[src/rtl/jt51_timer_bank.sv]
// Bank of NTIM independent up-counting timers with per-timer reload, power-of-two
// prescaler, one-shot/auto-reload mode, sticky overflow flags and a shared active-low IRQ.
module jt51_timer_bank #(
  parameter int NTIM  = 2,
  parameter int CNT_W = 10,
  parameter int SEL_W = 1
) (
  input  logic                rst,
  input  logic                clk,
  input  logic                cen,
  input  logic                value_we,
  input  logic [SEL_W-1:0]    sel,
  input  logic [CNT_W-1:0]    value,
  input  logic                ctrl_we,
  input  logic [NTIM-1:0]     run_set,
  input  logic [NTIM-1:0]     run_clr,
  input  logic [NTIM-1:0]     irq_en,
  input  logic [NTIM-1:0]     flag_clr,
  input  logic [NTIM-1:0]     oneshot,
  input  logic [4*NTIM-1:0]   div,
  output logic [NTIM-1:0]     running,
  output logic [NTIM-1:0]     flags,
  output logic [NTIM-1:0]     overflow,
  output logic                irq_n
);

  logic [CNT_W-1:0] rl_q  [NTIM];
  logic [CNT_W-1:0] rl_d  [NTIM];
  logic [CNT_W-1:0] cnt_q [NTIM];
  logic [CNT_W-1:0] cnt_d [NTIM];
  logic [14:0]      pre_q [NTIM];
  logic [14:0]      pre_d [NTIM];
  logic [3:0]       div_q [NTIM];
  logic [3:0]       div_d [NTIM];
  logic [NTIM-1:0]  run_q, run_d;
  logic [NTIM-1:0]  flag_q, flag_d;
  logic [NTIM-1:0]  ien_q, ien_d;
  logic [NTIM-1:0]  osh_q, osh_d;
  logic [NTIM-1:0]  ovf_q, ovf_d;
  logic             irq_n_q, irq_n_d;

  // Terminal prescaler value for a tick every 2^d cen pulses.
  function automatic logic [14:0] tick_lim(input logic [3:0] d);
    logic [15:0] full;
    full = (16'd1 << d) - 16'd1;
    return full[14:0];
  endfunction

  always_comb begin
    // NOTE: every variable gets its hold value first so no path leaves it unassigned (no latches).
    rl_d    = rl_q;
    cnt_d   = cnt_q;
    pre_d   = pre_q;
    div_d   = div_q;
    run_d   = run_q;
    flag_d  = flag_q;
    ien_d   = ien_q;
    osh_d   = osh_q;
    ovf_d   = '0;
    irq_n_d = ~|(flag_q & ien_q);

    if (ctrl_we) begin
      ien_d = irq_en;
      osh_d = oneshot;
    end

    for (int i = 0; i < NTIM; i++) begin
      // Out-of-range sel never matches any index, so such writes are dropped.
      if (value_we && sel == SEL_W'(i)) rl_d[i] = value;

      // Control first; the counting path below may then set the flag, so set beats clear.
      if (ctrl_we) begin
        div_d[i] = div[4*i +: 4];
        if (run_clr[i]) begin
          run_d[i] = 1'b0;
        end else if (run_set[i] && !run_q[i]) begin
          run_d[i] = 1'b1;
          cnt_d[i] = rl_q[i];
          pre_d[i] = '0;
        end
        if (flag_clr[i]) flag_d[i] = 1'b0;
      end

      if (run_q[i] && cen) begin
        if (pre_q[i] == tick_lim(div_q[i])) begin
          pre_d[i] = '0;
          if (&cnt_q[i]) begin
            cnt_d[i]  = rl_q[i];
            flag_d[i] = 1'b1;
            ovf_d[i]  = 1'b1;
            if (osh_q[i]) run_d[i] = 1'b0;
          end else begin
            cnt_d[i] = cnt_q[i] + CNT_W'(1);
          end
        end else begin
          pre_d[i] = pre_q[i] + 15'd1;
        end
      end
    end
  end

  // NOTE: state registers use non-blocking assignments so all flops update together at the edge.
  always_ff @(posedge clk) begin
    if (rst) begin
      // NOTE: the per-timer arrays are small register files and are reset explicitly.
      for (int i = 0; i < NTIM; i++) begin
        rl_q[i]  <= '0;
        cnt_q[i] <= '0;
        pre_q[i] <= '0;
        div_q[i] <= '0;
      end
      run_q   <= '0;
      flag_q  <= '0;
      ien_q   <= '0;
      osh_q   <= '0;
      ovf_q   <= '0;
      irq_n_q <= 1'b1;
    end else begin
      rl_q    <= rl_d;
      cnt_q   <= cnt_d;
      pre_q   <= pre_d;
      div_q   <= div_d;
      run_q   <= run_d;
      flag_q  <= flag_d;
      ien_q   <= ien_d;
      osh_q   <= osh_d;
      ovf_q   <= ovf_d;
      irq_n_q <= irq_n_d;
    end
  end

  assign running  = run_q;
  assign flags    = flag_q;
  assign overflow = ovf_q;
  assign irq_n    = irq_n_q;

endmodule
[config.mk]
export PLATFORM = sky130hd
export DESIGN_NAME = jt51_timer_bank
export DESIGN_NICKNAME = d
export VERILOG_FILES = /design/src/rtl/jt51_timer_bank.sv
export SDC_FILE = /design/constraint.sdc
export NUM_CORES = 1
export LEC_CHECK = 0
export ABC_AREA = 0
export BUFFER_PORTS_ARGS = -buffer_cell sky130_fd_sc_hd__buf_2
export CAP_MARGIN = 20
export CORE_MARGIN = 3
export CORE_UTILIZATION = 40
export DETAILED_ROUTE_END_ITERATION = 6
export GPL_TIMING_DRIVEN = 0
export MAX_ROUTING_LAYER = met4
export SLEW_MARGIN = 25
export SYNTH_ARGS = -nofsm -noshare
export SYNTH_HDL_FRONTEND = slang
export SYNTH_SLANG_ARGS = --single-unit
[constraint.sdc]
create_clock -name clk -period 3.3 [get_ports clk]
set_clock_uncertainty 0.15 [all_clocks]
set_input_delay 0.495 -clock clk [delete_from_list [all_inputs] [get_ports clk]]
set_output_delay 0.495 -clock clk [all_outputs]
set_load 0.1 [all_outputs]
== Yosys cells after proc, flatten, opt, wreduce, memory -nomap -nowiden ==
Cells that the tools add are included.
Word-level totals
  register bits after elaboration: 89
  input bits: 34
  output and inout port bits: 7
  logic and storage cells: 101
Operators by class
  add/sub/neg operators: 6
  eq/ne operators: 4
  shift operators: 2
  muxes and demuxes: 48
  bitwise operators: 6
  reduce and logical (&&, ||, !) cells: 20
Operators by type and width (number)
  $mux 15: 10
  $mux 10: 12
  $add 15x1->15 const B: 2
  $eq 15x15->1: 2
  $shl 1x4->15 const A: 2
  $sub 15x1->15 const B: 2
  $mux 1: 26
  $add 10x1->10 const B: 2
  $reduce_and 10->1: 2
  $reduce_bool 2->1: 4
  $logic_and 1x1->1: 6
  $reduce_and 3->1: 2
  $reduce_or 3->1: 2
  $not 1->1: 5
  $ne 2x1->1 const B: 2
  $logic_not 1->1: 3
  $and 2x2->2: 1
  $reduce_or 2->1: 1

== Logic depth before layout (Yosys ltp) ==
  depth in word-level cells: 9
  depth in mapped cells: 14
  gate-level depth less buffers: 11

== Worst setup path before layout ==
No wires, ideal clock.
  path type: register to register
  start point: register div_q[5] (netlist name)
  end point: register cnt_q[15] (netlist name)
  library setup time: 133 ps
  arrival time: 3200 ps
  required time: 3017 ps
  slack: -182 ps
  stages on the path, launching flop included: 13
  path buffers: 2
  clock period less this slack: 3482 ps
  cells stage by stage: dfxtp_1 > buf_6 > or4_4 > ha_1 > or3_1 > a21boi_0 > o21a_1 > o2111ai_1 > or4_1 > buf_2 > or3_1 > a21oi_1 > nor4_1
Between the ends
  word-level cells in the longest chain between the ends: 5
Ends and longest elaborated chain
  start, declared: line 33  | logic [3:0] div_q [NTIM];
  start signal, assigned: line 122  | div_q <= div_d;
  $shl 1x4->15: line 45  | full = (16'd1 << d) - 16'd1;
  $sub 15x1->15: line 45
  $eq 15x15->1: line 85  | if (pre_q[i] == tick_lim(div_q[i])) begin
  $mux 10: line 85
  $mux 10: line 84  | if (run_q[i] && cen) begin
  end signal, assigned: line 120  | cnt_q <= cnt_d;
  end, declared: line 29  | logic [CNT_W-1:0] cnt_q [NTIM];
Every way passes these cells.
A chain may end at the register's enable or synchronous reset.

== Worst setup path after layout ==
Ends and elaborated chain as after synthesis.

==> impl_summary.log <==
INFO  metric internal-power = 1.85 mW
INFO  metric critPathLaunchType = flop
INFO  metric cp_max_fo = 7
INFO  metric synthesis.yosys.warnings = 0
INFO  metric synth_top_area_share = 0.337
INFO  metric rows = 41
INFO  metric power.static_leakage = 2.44 nW
INFO  metric clock_insertion_delay_worst_skew = 350 ps
INFO  metric worst_path_cell_trace = or4_4 -> ha_4 -> or2_4 -> a2111oi_4 -> a211o_1 -> nand4_4 -> or4_4 -> or3_1 -> a21oi_2 -> nor4_1
INFO  metric via_count_of_the_first_global_routing_pass = 4922
INFO  metric hold_viol = 0
INFO  metric antenna_found_initial = 0
INFO  metric cell_at_the_slowest_stage_of_the_critical_path = or4_4
INFO  metric die_width = 121 µm
INFO  metric power.density = 394 nW/µm²
INFO  metric worst_hold_check_slack = 229 ps
INFO  metric synthSimpleGateAreaFrac = 0.297
INFO  metric period_share = 0.994
INFO  metric globalRouteTotalUtil = 0.210
INFO  metric yosys-top-cells-count = nand2_1 (108), dfxtp_1 (89), a21oi_1 (55)
INFO  metric clk_pin_slew_worst_paths = 70 ps
INFO  metric antenna_left = 0
INFO  metric endpoint_kind = flop
INFO  metric cp.arrival = 3340 ps
INFO  metric synth-seq-area-share = 0.337
INFO  metric async_flop_share = 0
INFO  metric clkSinkCount = 89
INFO  metric timing.critical_path.depth = 10
INFO  metric power.switching_fraction = 0.271
INFO  metric cap_viol_max_count = 0
INFO  metric ctsRootBufferMaster = clkbuf_16
INFO  metric vdd.ir_drop.worst = 0.366 mV
INFO  metric report.final.setup_viol = 0
INFO  metric number_of_remaining_drc_errors = 0
INFO  metric syn_area_per_cell = 7.70 µm²
INFO  metric rsz0062_at_grt = true
INFO  metric worstRegToRegCells = 10
INFO  metric numCtsBuffers = 9
INFO  metric vias_cell = 5.61
INFO  metric outcome = finished clean
INFO  metric synth-compound-area-share = 0.214
INFO  metric maximum_number_of_pins_on_one_net_before_global_route_repair = 14
INFO  metric dominant_combinational_cell_family_by_area_after_synthesis = simple AND/OR/NAND/NOR gates
INFO  metric die-area = 14600 µm²
INFO  metric pin_count = 41
INFO  metric routed_wire_length_per_instance = 15.9 µm
INFO  metric die_height = 121 µm
INFO  metric power.sequential.fraction = 0.448
INFO  metric area_delta_synth_final = 21.6%
INFO  metric required = 3360 ps
INFO  metric cts-root-to-sink-buffers = 2
INFO  metric clock_power_share = 0.394
INFO  metric finish.net_count = 800
INFO  metric syn-instance-count = 686
INFO  metric combPwrFrac = 0.158
INFO  metric slew_headroom = 0.309
INFO  metric tritoncts = yes
INFO  metric grt_first_pass_wirelength = 24100 µm
INFO  metric crit_type = flop to flop
INFO  metric worst_hold_path.num_cells = 3
INFO  metric dr.pass1.iters = 5
INFO  metric critical_path.most_common_cell = or4_4
INFO  metric h_tree_depth = 3
INFO  metric core_area = 12800 µm²
INFO  metric antennaDiodeCount = 0
INFO  metric max_slew.worst_pin.slew = 1030 ps
INFO  metric xor_xnor_share_of_the_synthesized_area = 0.0415
INFO  metric cts_hold_buf = 0
INFO  metric first_iter_violations = 310
INFO  metric synth.largest_area_cell = dfxtp_1
INFO  metric timing.critical_path.buf_inv = 0
INFO  metric finished_core_util = 0.503
INFO  metric postRouteWirelength = 14900 µm
INFO  metric cpLargestDelayFamily = simple AND/OR/NAND/NOR gates
INFO  metric synth_adder_area_share = 0.0180
INFO  metric global_route.overflow_total = 0
INFO  metric stdcell_area = 6420 µm²
INFO  metric routabilityCongestion = 0.898
INFO  metric fmaxAchievable = 305 MHz
INFO  metric timing.critical_path.slowest_cell_delay = 590 ps
INFO  metric synth_area_leaders = dfxtp_1 (34%), nand2_1 (7.7%), a21oi_1 (5.2%), mux2i_1 (4.4%), o21ai_0 (4.3%)
INFO  metric placed_area = 5720 µm²
INFO  metric vias = 5249
INFO  metric dominantRegCellSynth = dfxtp_1
INFO  metric leading_cell_type_by_number_of_instances_after_synthesis = nand2_1
INFO  metric drive_above_1_share = 0.194
INFO  metric preCtsSetupSlack = -441 ps
INFO  metric hold_path_class = input port to flop
INFO  metric fin_total_pwr = 2.53 mW
INFO  metric fin_crit = 3280 ps
INFO  metric start_util = 0.413
INFO  metric synth.distinct_cells = 69
INFO  metric final_critical_path_setup_slack = 21.1 ps
INFO  metric place.detailed.hpwl = 10400 µm
INFO  metric postSynthRegisterBits = 89
INFO  metric switchingPower = 0.685 mW
INFO  metric number_of_port_buffers = 39
INFO  metric post_synth_mux_area_share = 0.0479
INFO  metric post_synth_instance_area = 5280 µm²
INFO  metric final-max-slew-violation-count = 0
INFO  metric mappedNetlistNets = 726
INFO  metric synth-edff-count = 0
==> power groups by stage <==
stage	combinational, mW	clock [mW]	sequential (mW)
global route	0.435	1.07	1.14
CTS	0.367	1.02	1.13
detailed placement	0.335	0	1.15
global placement	0.331	0	1.15
finish	0.400	0.998	1.13
floorplan	0.239	0	1.16
==> per-layer routing <==
| metal | track usage | part of all wire | up-vias |
|---|---|---|---|
| li1 | - | - | 2623 |
| met1 | 0.274 | 0.47 | 2490 |
| met2 | 0.324 | 0.47 | 109 |
| met3 | 0.0340 | 0.039 | 27 |
| met4 | 0.0878 | 0.024 | 0 |
| met5 | - | 0 | - |
==> logic make-up (layout without fill, tap and decap cells) <==
family          after synthesis  count (layout)
fa+ha+maj                     8               8
flops                        89              89
xor+xnor                     25              25
buf+inv                      54             132
mux                          25              25
simple gates                308             308
compound gates              177             177
==> placed cells by master (no fill, tap or decap), types with 18 or more instances in the layout <==
| cell type | netlist | layout |
|---|---|---|
| a21oi_1 | 55 | 52 |
| and3_1 | 19 | 19 |
| buf_2 | 17 | 49 |
| buf_4 | 1 | 22 |
| clkbuf_1 | 23 | 21 |
| dfxtp_1 | 89 | 83 |
| mux2i_1 | 23 | 23 |
| nand2_1 | 108 | 105 |
| nand3_1 | 27 | 26 |
| nor2_1 | 52 | 52 |
| nor3_1 | 20 | 18 |
| o21ai_0 | 45 | 37 |
==> per-stage QoR <==
step	cells	TNS (ps)
6_report	936	0
5_1_grt	936	-1230
4_1_cts	920	-134
3_5_place_dp	897	-12310
3_3_place_gp	897	-11210
2_1_floorplan	686	0
==> flip-flops by register name, indices dropped and copies added (netlist names) <==
signal    cells
running       2
ien_q         2
irq_n         1
cnt_q        20
div_q         8
osh_q         2
overflow      2
flags         2
rl_q         20
pre_q        30
==> timing repair <==
item / in CTS / in global routing
pin swaps: 19 / 20
resized for setup: 31 / 38
endpoints found under the setup margin: 49 / 44
cloned: 1 / 2
setup buffers: 9 / 14
==> final timing paths <==
kind                               start          to  slack, ps
worst max-delay path            div_q[5]   cnt_q[15]         20
worst min-delay path              div[4]    div_q[0]        230
worst max register to register  div_q[5]   cnt_q[15]         20
worst min register to register  osh_q[0]  running[0]        280
==> area by class of cell <==
type	count	area [µm²]
Buffer	44	265
Clock buffer	13	270
Clock inverter	2	12.5
Fill cell	1243	6350
Inverter	8	30.0
Multi-Input combinational cell	543	3430
Sequential cell	89	1790
Tap cell	172	215
Timing Repair Buffer	65	409
==> worst min-delay path, cell delays in order <==
cell and delay [ps]:
buf_2 70, mux2i_1 50, nor2_1 70
Power figures use the tool's default switching activity.
